### config.mk
export PLATFORM = sky130hd
export DESIGN_NAME = sample_issue_ctrl
export DESIGN_NICKNAME = d
export VERILOG_FILES = /design/src/rtl/sample_issue_ctrl.sv
export SDC_FILE = /design/constraint.sdc
export NUM_CORES = 2
export LEC_CHECK = 0
export ABC_AREA = 1
export CORE_AREA = 8 8 343 345
export CTS_CLUSTER_DIAMETER = 60
export CTS_CLUSTER_SIZE = 12
export DETAILED_ROUTE_END_ITERATION = 6
export DIE_AREA = 0 0 351 353
export GPL_ROUTABILITY_DRIVEN = 0
export PLACE_DENSITY = 0.57
export SLEW_MARGIN = 20
export SYNTH_ARGS = -nofsm -noshare
export SYNTH_HDL_FRONTEND = slang
export SYNTH_SLANG_ARGS = --single-unit
### constraint.sdc
create_clock -name clk -period 41.6 [get_ports clk]
set_input_delay 6.24 -clock clk [delete_from_list [all_inputs] [get_ports clk]]
set_output_delay 6.24 -clock clk [all_outputs]
set_load 0.03 [all_outputs]
### src/rtl/sample_issue_ctrl.sv
// Sample issue sequencer: latches one triangle and its bounding box, then walks
// the box row-major, presenting SAMPS sample positions per cycle to sampletest.
// Upstream is held off for the whole walk; downstream stalls freeze the outputs.
module sample_issue_ctrl #(
  parameter int SIGFIG = 24,
  parameter int RADIX  = 10,
  parameter int VERTS  = 3,
  parameter int AXIS   = 3,
  parameter int COLORS = 3,
  parameter int SAMPS  = 4
) (
  input  logic                          clk,
  input  logic                          rst,
  input  logic [VERTS*AXIS*SIGFIG-1:0]  tri_R14S,
  input  logic [COLORS*SIGFIG-1:0]      color_R14U,
  input  logic [2*2*SIGFIG-1:0]         box_R14S,
  input  logic [SIGFIG-1:0]             step_R14U,
  input  logic                          validTri_R14H,
  output logic                          halt_RnnH,
  input  logic                          halt_R16H,
  output logic [VERTS*AXIS*SIGFIG-1:0]  tri_R16S,
  output logic [COLORS*SIGFIG-1:0]      color_R16U,
  output logic [2*SAMPS*SIGFIG-1:0]     sample_R16S,
  output logic [SAMPS-1:0]              validSamp_R16H,
  output logic                          lastVec_R16H
);

  // Two guard bits keep box-edge sums from wrapping.
  localparam int W = SIGFIG + 2;

  // The fraction width only defines how positions are interpreted; the walk
  // itself is pure signed fixed-point arithmetic and never needs it.
  localparam logic [31:0] FRAC_BITS = RADIX;
  logic unused_radix;
  assign unused_radix = ^FRAC_BITS;

  typedef enum logic [1:0] {IDLE = 2'd0, WALK = 2'd1, DONE = 2'd2} state_t;

  state_t state_reg, state_next;

  logic [VERTS*AXIS*SIGFIG-1:0] tri_reg;
  logic [COLORS*SIGFIG-1:0]     color_reg;
  logic signed [SIGFIG-1:0]     xmin_reg, ymin_reg, xmax_reg, ymax_reg;
  logic signed [SIGFIG-1:0]     x_cur_reg, y_cur_reg;
  logic [SIGFIG-1:0]            step_reg;

  logic signed [W-1:0] xmin_w, xmax_w, ymax_w, x_cur_w, y_cur_w, step_w;
  logic signed [W-1:0] vec_step, x_adv, y_adv;
  logic accept, degenerate, can_x, can_y, last_vec, consume;

  function automatic logic signed [W-1:0] sext(input logic [SIGFIG-1:0] v);
    return {{(W-SIGFIG){v[SIGFIG-1]}}, v};
  endfunction

  assign xmin_w   = sext(xmin_reg);
  assign xmax_w   = sext(xmax_reg);
  assign ymax_w   = sext(ymax_reg);
  assign x_cur_w  = sext(x_cur_reg);
  assign y_cur_w  = sext(y_cur_reg);
  assign step_w   = {{(W-SIGFIG){1'b0}}, step_reg};
  assign vec_step = W'(SAMPS) * step_w;
  assign x_adv    = x_cur_w + vec_step;
  assign y_adv    = y_cur_w + step_w;

  // An empty box still produces exactly one (all-invalid) vector so the walk terminates.
  assign degenerate = (xmax_reg < xmin_reg) || (ymax_reg < ymin_reg);
  assign can_x      = (x_adv <= xmax_w);
  assign can_y      = (y_adv <= ymax_w);
  assign last_vec   = degenerate || (!can_x && !can_y);

  // A new triangle may be taken whenever no walk is in flight, including the DONE cycle.
  assign accept  = validTri_R14H && (state_reg != WALK);
  assign consume = (state_reg == WALK) && !halt_R16H;

  // State register.
  always_ff @(posedge clk or posedge rst) begin
    if (rst) state_reg <= IDLE;
    else     state_reg <= state_next;
  end

  // Next-state and upstream back-pressure.
  always_comb begin
    state_next = state_reg;
    halt_RnnH  = 1'b0;
    case (state_reg)
      IDLE: if (accept) state_next = WALK;
      WALK: begin
        halt_RnnH = 1'b1;
        if (consume && last_vec) state_next = DONE;
      end
      DONE: state_next = accept ? WALK : IDLE;
      default: state_next = IDLE;
    endcase
  end

  // Triangle latch and walk position; position only moves when a vector is consumed.
  always_ff @(posedge clk or posedge rst) begin
    if (rst) begin
      tri_reg   <= '0;
      color_reg <= '0;
      xmin_reg  <= '0;
      ymin_reg  <= '0;
      xmax_reg  <= '0;
      ymax_reg  <= '0;
      step_reg  <= '0;
      x_cur_reg <= '0;
      y_cur_reg <= '0;
    end else if (accept) begin
      tri_reg   <= tri_R14S;
      color_reg <= color_R14U;
      xmin_reg  <= box_R14S[0*SIGFIG +: SIGFIG];
      ymin_reg  <= box_R14S[1*SIGFIG +: SIGFIG];
      xmax_reg  <= box_R14S[2*SIGFIG +: SIGFIG];
      ymax_reg  <= box_R14S[3*SIGFIG +: SIGFIG];
      step_reg  <= step_R14U;
      x_cur_reg <= box_R14S[0*SIGFIG +: SIGFIG];
      y_cur_reg <= box_R14S[1*SIGFIG +: SIGFIG];
    end else if (consume && !last_vec) begin
      if (can_x) begin
        x_cur_reg <= x_adv[SIGFIG-1:0];
      end else begin
        x_cur_reg <= xmin_reg;
        y_cur_reg <= y_adv[SIGFIG-1:0];
      end
    end
  end

  assign tri_R16S     = tri_reg;
  assign color_R16U   = color_reg;
  assign lastVec_R16H = (state_reg == WALK) && last_vec;

  genvar gi;
  generate
    for (gi = 0; gi < SAMPS; gi++) begin : g_lane
      logic signed [W-1:0] lane_x;
      assign lane_x = x_cur_w + W'(gi) * step_w;
      assign sample_R16S[(2*gi)*SIGFIG   +: SIGFIG] = lane_x[SIGFIG-1:0];
      assign sample_R16S[(2*gi+1)*SIGFIG +: SIGFIG] = y_cur_reg;
      assign validSamp_R16H[gi] = (state_reg == WALK) && !degenerate &&
                                  (lane_x <= xmax_w) && (y_cur_w <= ymax_w);
    end
  endgenerate

endmodule

==> flow_metrics.py <==
metrics = {
    "floorplanning": {
        "fp-row-count": 123,
        "dieArea_um2": 124000,
        "die_w_um": 351,
        "start_util_pct": 27.1,
        "io_pins": 898,
        "die-height_um": 353,
        "core_area_um2": 112000,
    },
    "routing": {
        "avgRoutedWirePerCell_um": 22.8,
        "first_pass_iters": 6,
        "dr_total_vias": 30300,
        "drtAntennaViolNets": 0,
        "drcViolationCount": 0,
        "drt-total-wl_mm": 145,
        "drt_iter0_markers": 2492,
        "via_per_inst": 4.76,
    },
    "global_routing": {
        "grt_max_degree": 171,
        "antenna_found_initial": 35,
        "grtUsageMet3_pct": 7.08,
        "busiest_layer": "met2",
        "grt_usage_pct": 22.6,
        "grt_overflow": 0,
        "grt_pass1_wl_mm": 210,
        "use_met1_pct": 27.4,
        "use_met2_pct": 37.9,
        "grt_pass1_vias": 29800,
    },
    "cells_and_area": {
        "area_growth_pct": 41.4,
        "largest_reg_flops": 216,
        "nets": 5574,
        "drive_gt1_share_pct": 3.05,
    },
    "logic_synthesis": {
        "synth_compound_area_share_pct": 8.96,
        "avgSynthCellArea_um2": 7.58,
        "syn_inst": 3991,
        "synth-async-reset-ratio_pct": 100,
        "synth_area_um2": 30300,
        "ys_ff_latch": 458,
        "synthXorXnorAreaFrac_pct": 3.04,
        "synth_ff_type": "dfrtp_1",
        "synth-simple-area-share_pct": 27.0,
        "synthDistinctLibCells": 42,
        "synth_top_family_by_area": "simple AND/OR/NAND/NOR gates",
        "synth_edf_count": 0,
        "seq_area_frac_synth_pct": 37.9,
        "synthAdderAreaFrac_pct": 16.0,
        "synth_warnings": 0,
        "synth.mux.area_fraction_pct": 0,
        "synth_nets": 4772,
    },
    "timing": {
        "slew_violations": 0,
        "setup_viol": 0,
        "finalClockSkew_ns": 0.0375,
        "hold_ws_ns": 0.467,
        "rsz0062_at_grt": "no",
        "max_freq_ghz": 0.0823,
        "setup_tns_ns": 0,
        "finalHoldViolations": 0,
        "tightestPinTransition_ns": 1.20,
        "slew_headroom_pct": 19.6,
        "period_minus_slack_ns": 12.15,
        "fin_crit_sh_pct": 29.2,
    },
    "clock_network": {
        "clk_latency_ns": 0.64,
        "clock-sinks": 458,
        "postCtsHoldBufs": 0,
        "cts_max_level": 3,
        "post_cts_buffers": 0,
        "clkTransAtPathRegs_ns": 0.06,
        "cts_resized": 0,
        "cts_max_path_buffers": 3,
        "cts_root_buffer": "clkbuf_16",
        "numCtsBuffers": 69,
        "cts_tree": "done",
    },
    "setup_path": {
        "cp-end-kind": "output port",
        "critPathLaunchType": "flip-flop",
        "reg2regPathDepth": 27,
        "crit_start": "step_reg[1]",
        "r2r_end": "x_cur_reg[0]",
        "path_class": "reg -> out",
        "r2r_start": "step_reg[1]",
        "cp.arrival_ns": 5.91,
        "required_ns": 35.36,
        "cp_slowest_cell": "clkdlybuf4s50_1",
        "critPathMaxStageDelay_ns": 0.70,
        "reg2reg_slack_ns": 35.72,
        "path_max_fanout": 24,
        "cpMostUsedCell": "nand2_1",
    },
    "run_status": {
        "outcome": "completed",
    },
    "job": {
        "drv_cap": 0,
    },
    "worst_hold_path": {
        "min_path_cells": 2,
        "min_to": "tri_R16S[142]",
        "hold_path.class": "reg -> reg",
        "min-delay-start": "tri_R16S[142]",
    },
    "placement": {
        "io_buffers": 897,
        "post-dp-hpwl_mm": 116,
    },
}
==> worst max-delay path, delay by kind of cell (launching register included) <==
| family | cells | cell delay [ns] |
|---|---|---|
| AO/OA/AOI/OAI | 3 | 0.62 |
| adder cells (fa/ha/maj) | 2 | 0.72 |
| buffers and inverters | 5 | 1.14 |
| flip-flops | 1 | 0.65 |
| AND/OR/NAND/NOR | 16 | 2.14 |
==> metrics by stage <==
stage	area (um2)	setup slack (ns)	cells	util, %
2_1_floorplan	30300	22.59	3991	-
3_3_place_gp	40300	30.13	6222	36.0
3_5_place_dp	40300	30.15	6222	36.0
4_1_cts	42800	29.45	6347	38.2
5_1_grt	42800	28.99	6349	38.2
6_report	42800	29.45	6362	38.3
==> layout by cell type (no fill, tap or decap), types with 13 or more instances in the layout <==
master | Yosys | layout
nand2_1 | 1665 | 1665
clkdlybuf4s50_1 | 0 | 897
dfrtp_1 | 458 | 458
ha_1 | 340 | 340
inv_1 | 304 | 303
a21oi_1 | 227 | 227
o21ai_0 | 192 | 192
nand3_1 | 153 | 153
nor2_1 | 151 | 150
xor2_1 | 70 | 70
clkbuf_16 | 0 | 69
nor3_1 | 39 | 39
xnor2_1 | 35 | 35
nand4_1 | 32 | 32
fa_1 | 29 | 29
buf_4 | 77 | 18
a21o_1 | 16 | 16
diode_2 | 0 | 15
o21bai_1 | 14 | 14
clkbuf_8 | 0 | 13
==> routing by layer <==
metal	routed length [um]	part of all wire (%)
met1	58500	40
met2	67900	47
met3	12900	8.9
met4	5400	3.7
met5	190	0.13
==> logic make-up (layout without fill, tap and decap cells) <==
| group | Yosys count | in the layout |
|---|---|---|
| and+or+nand+nor | 2066 | 2066 |
| AOI/OAI and AO/OA | 501 | 501 |
| xor gates and xnor gates | 105 | 105 |
| DFF | 458 | 458 |
| other | 0 | 15 |
| buffers and inverters | 492 | 1348 |
| adders and majority gates | 369 | 369 |
==> cells in the mapped netlist (all sizes together), types with 5 or more instances <==
master	n	share of area (%)
o21a	11	0.27
nor4	6	0.12
o21bai	14	0.35
nor3	39	0.64
xnor2	35	1.0
nand4	33	0.73
dfrtp	458	38
nand3b	9	0.22
ha	340	14
o221ai	5	0.14
nand2	1668	21
a31oi	6	0.12
buf	87	2.1
fa	29	1.9
xor2	70	2.0
a211oi	6	0.15
a21boi	5	0.12
a21o	16	0.40
o211ai	10	0.25
clkbuf	99	1.2
nor2	152	1.9
inv	304	3.8
o21ai	193	3.2
a21oi	227	3.8
nand3	154	2.6
==> worst max path at each step <==
stage | slack, ns | depth (start not counted) | end
2_1_floorplan | 22.59 | 1 | color_R16U[0]
3_3_place_gp | 30.13 | 26 | lastVec_R16H
3_5_place_dp | 30.15 | 26 | lastVec_R16H
4_1_cts | 29.45 | 26 | lastVec_R16H
5_1_grt | 28.99 | 26 | lastVec_R16H
6_report | 29.45 | 26 | lastVec_R16H
==> area by class of cell <==
| cell class | count | area [um2] |
|---|---|---|
| clock inverters | 37 | 529 |
| multi-input cells | 3041 | 16700 |
| fillers | 11500 | 69100 |
| repair buffers | 917 | 9150 |
| flip-flops and latches | 458 | 11500 |
| inverters | 306 | 1160 |
| clock buffers | 88 | 1930 |
| diodes | 15 | 37.5 |
| well taps | 1500 | 1880 |
Power is not shown: default switching activity piles up to over one toggle a cycle in this logic, so the estimate is an artifact.
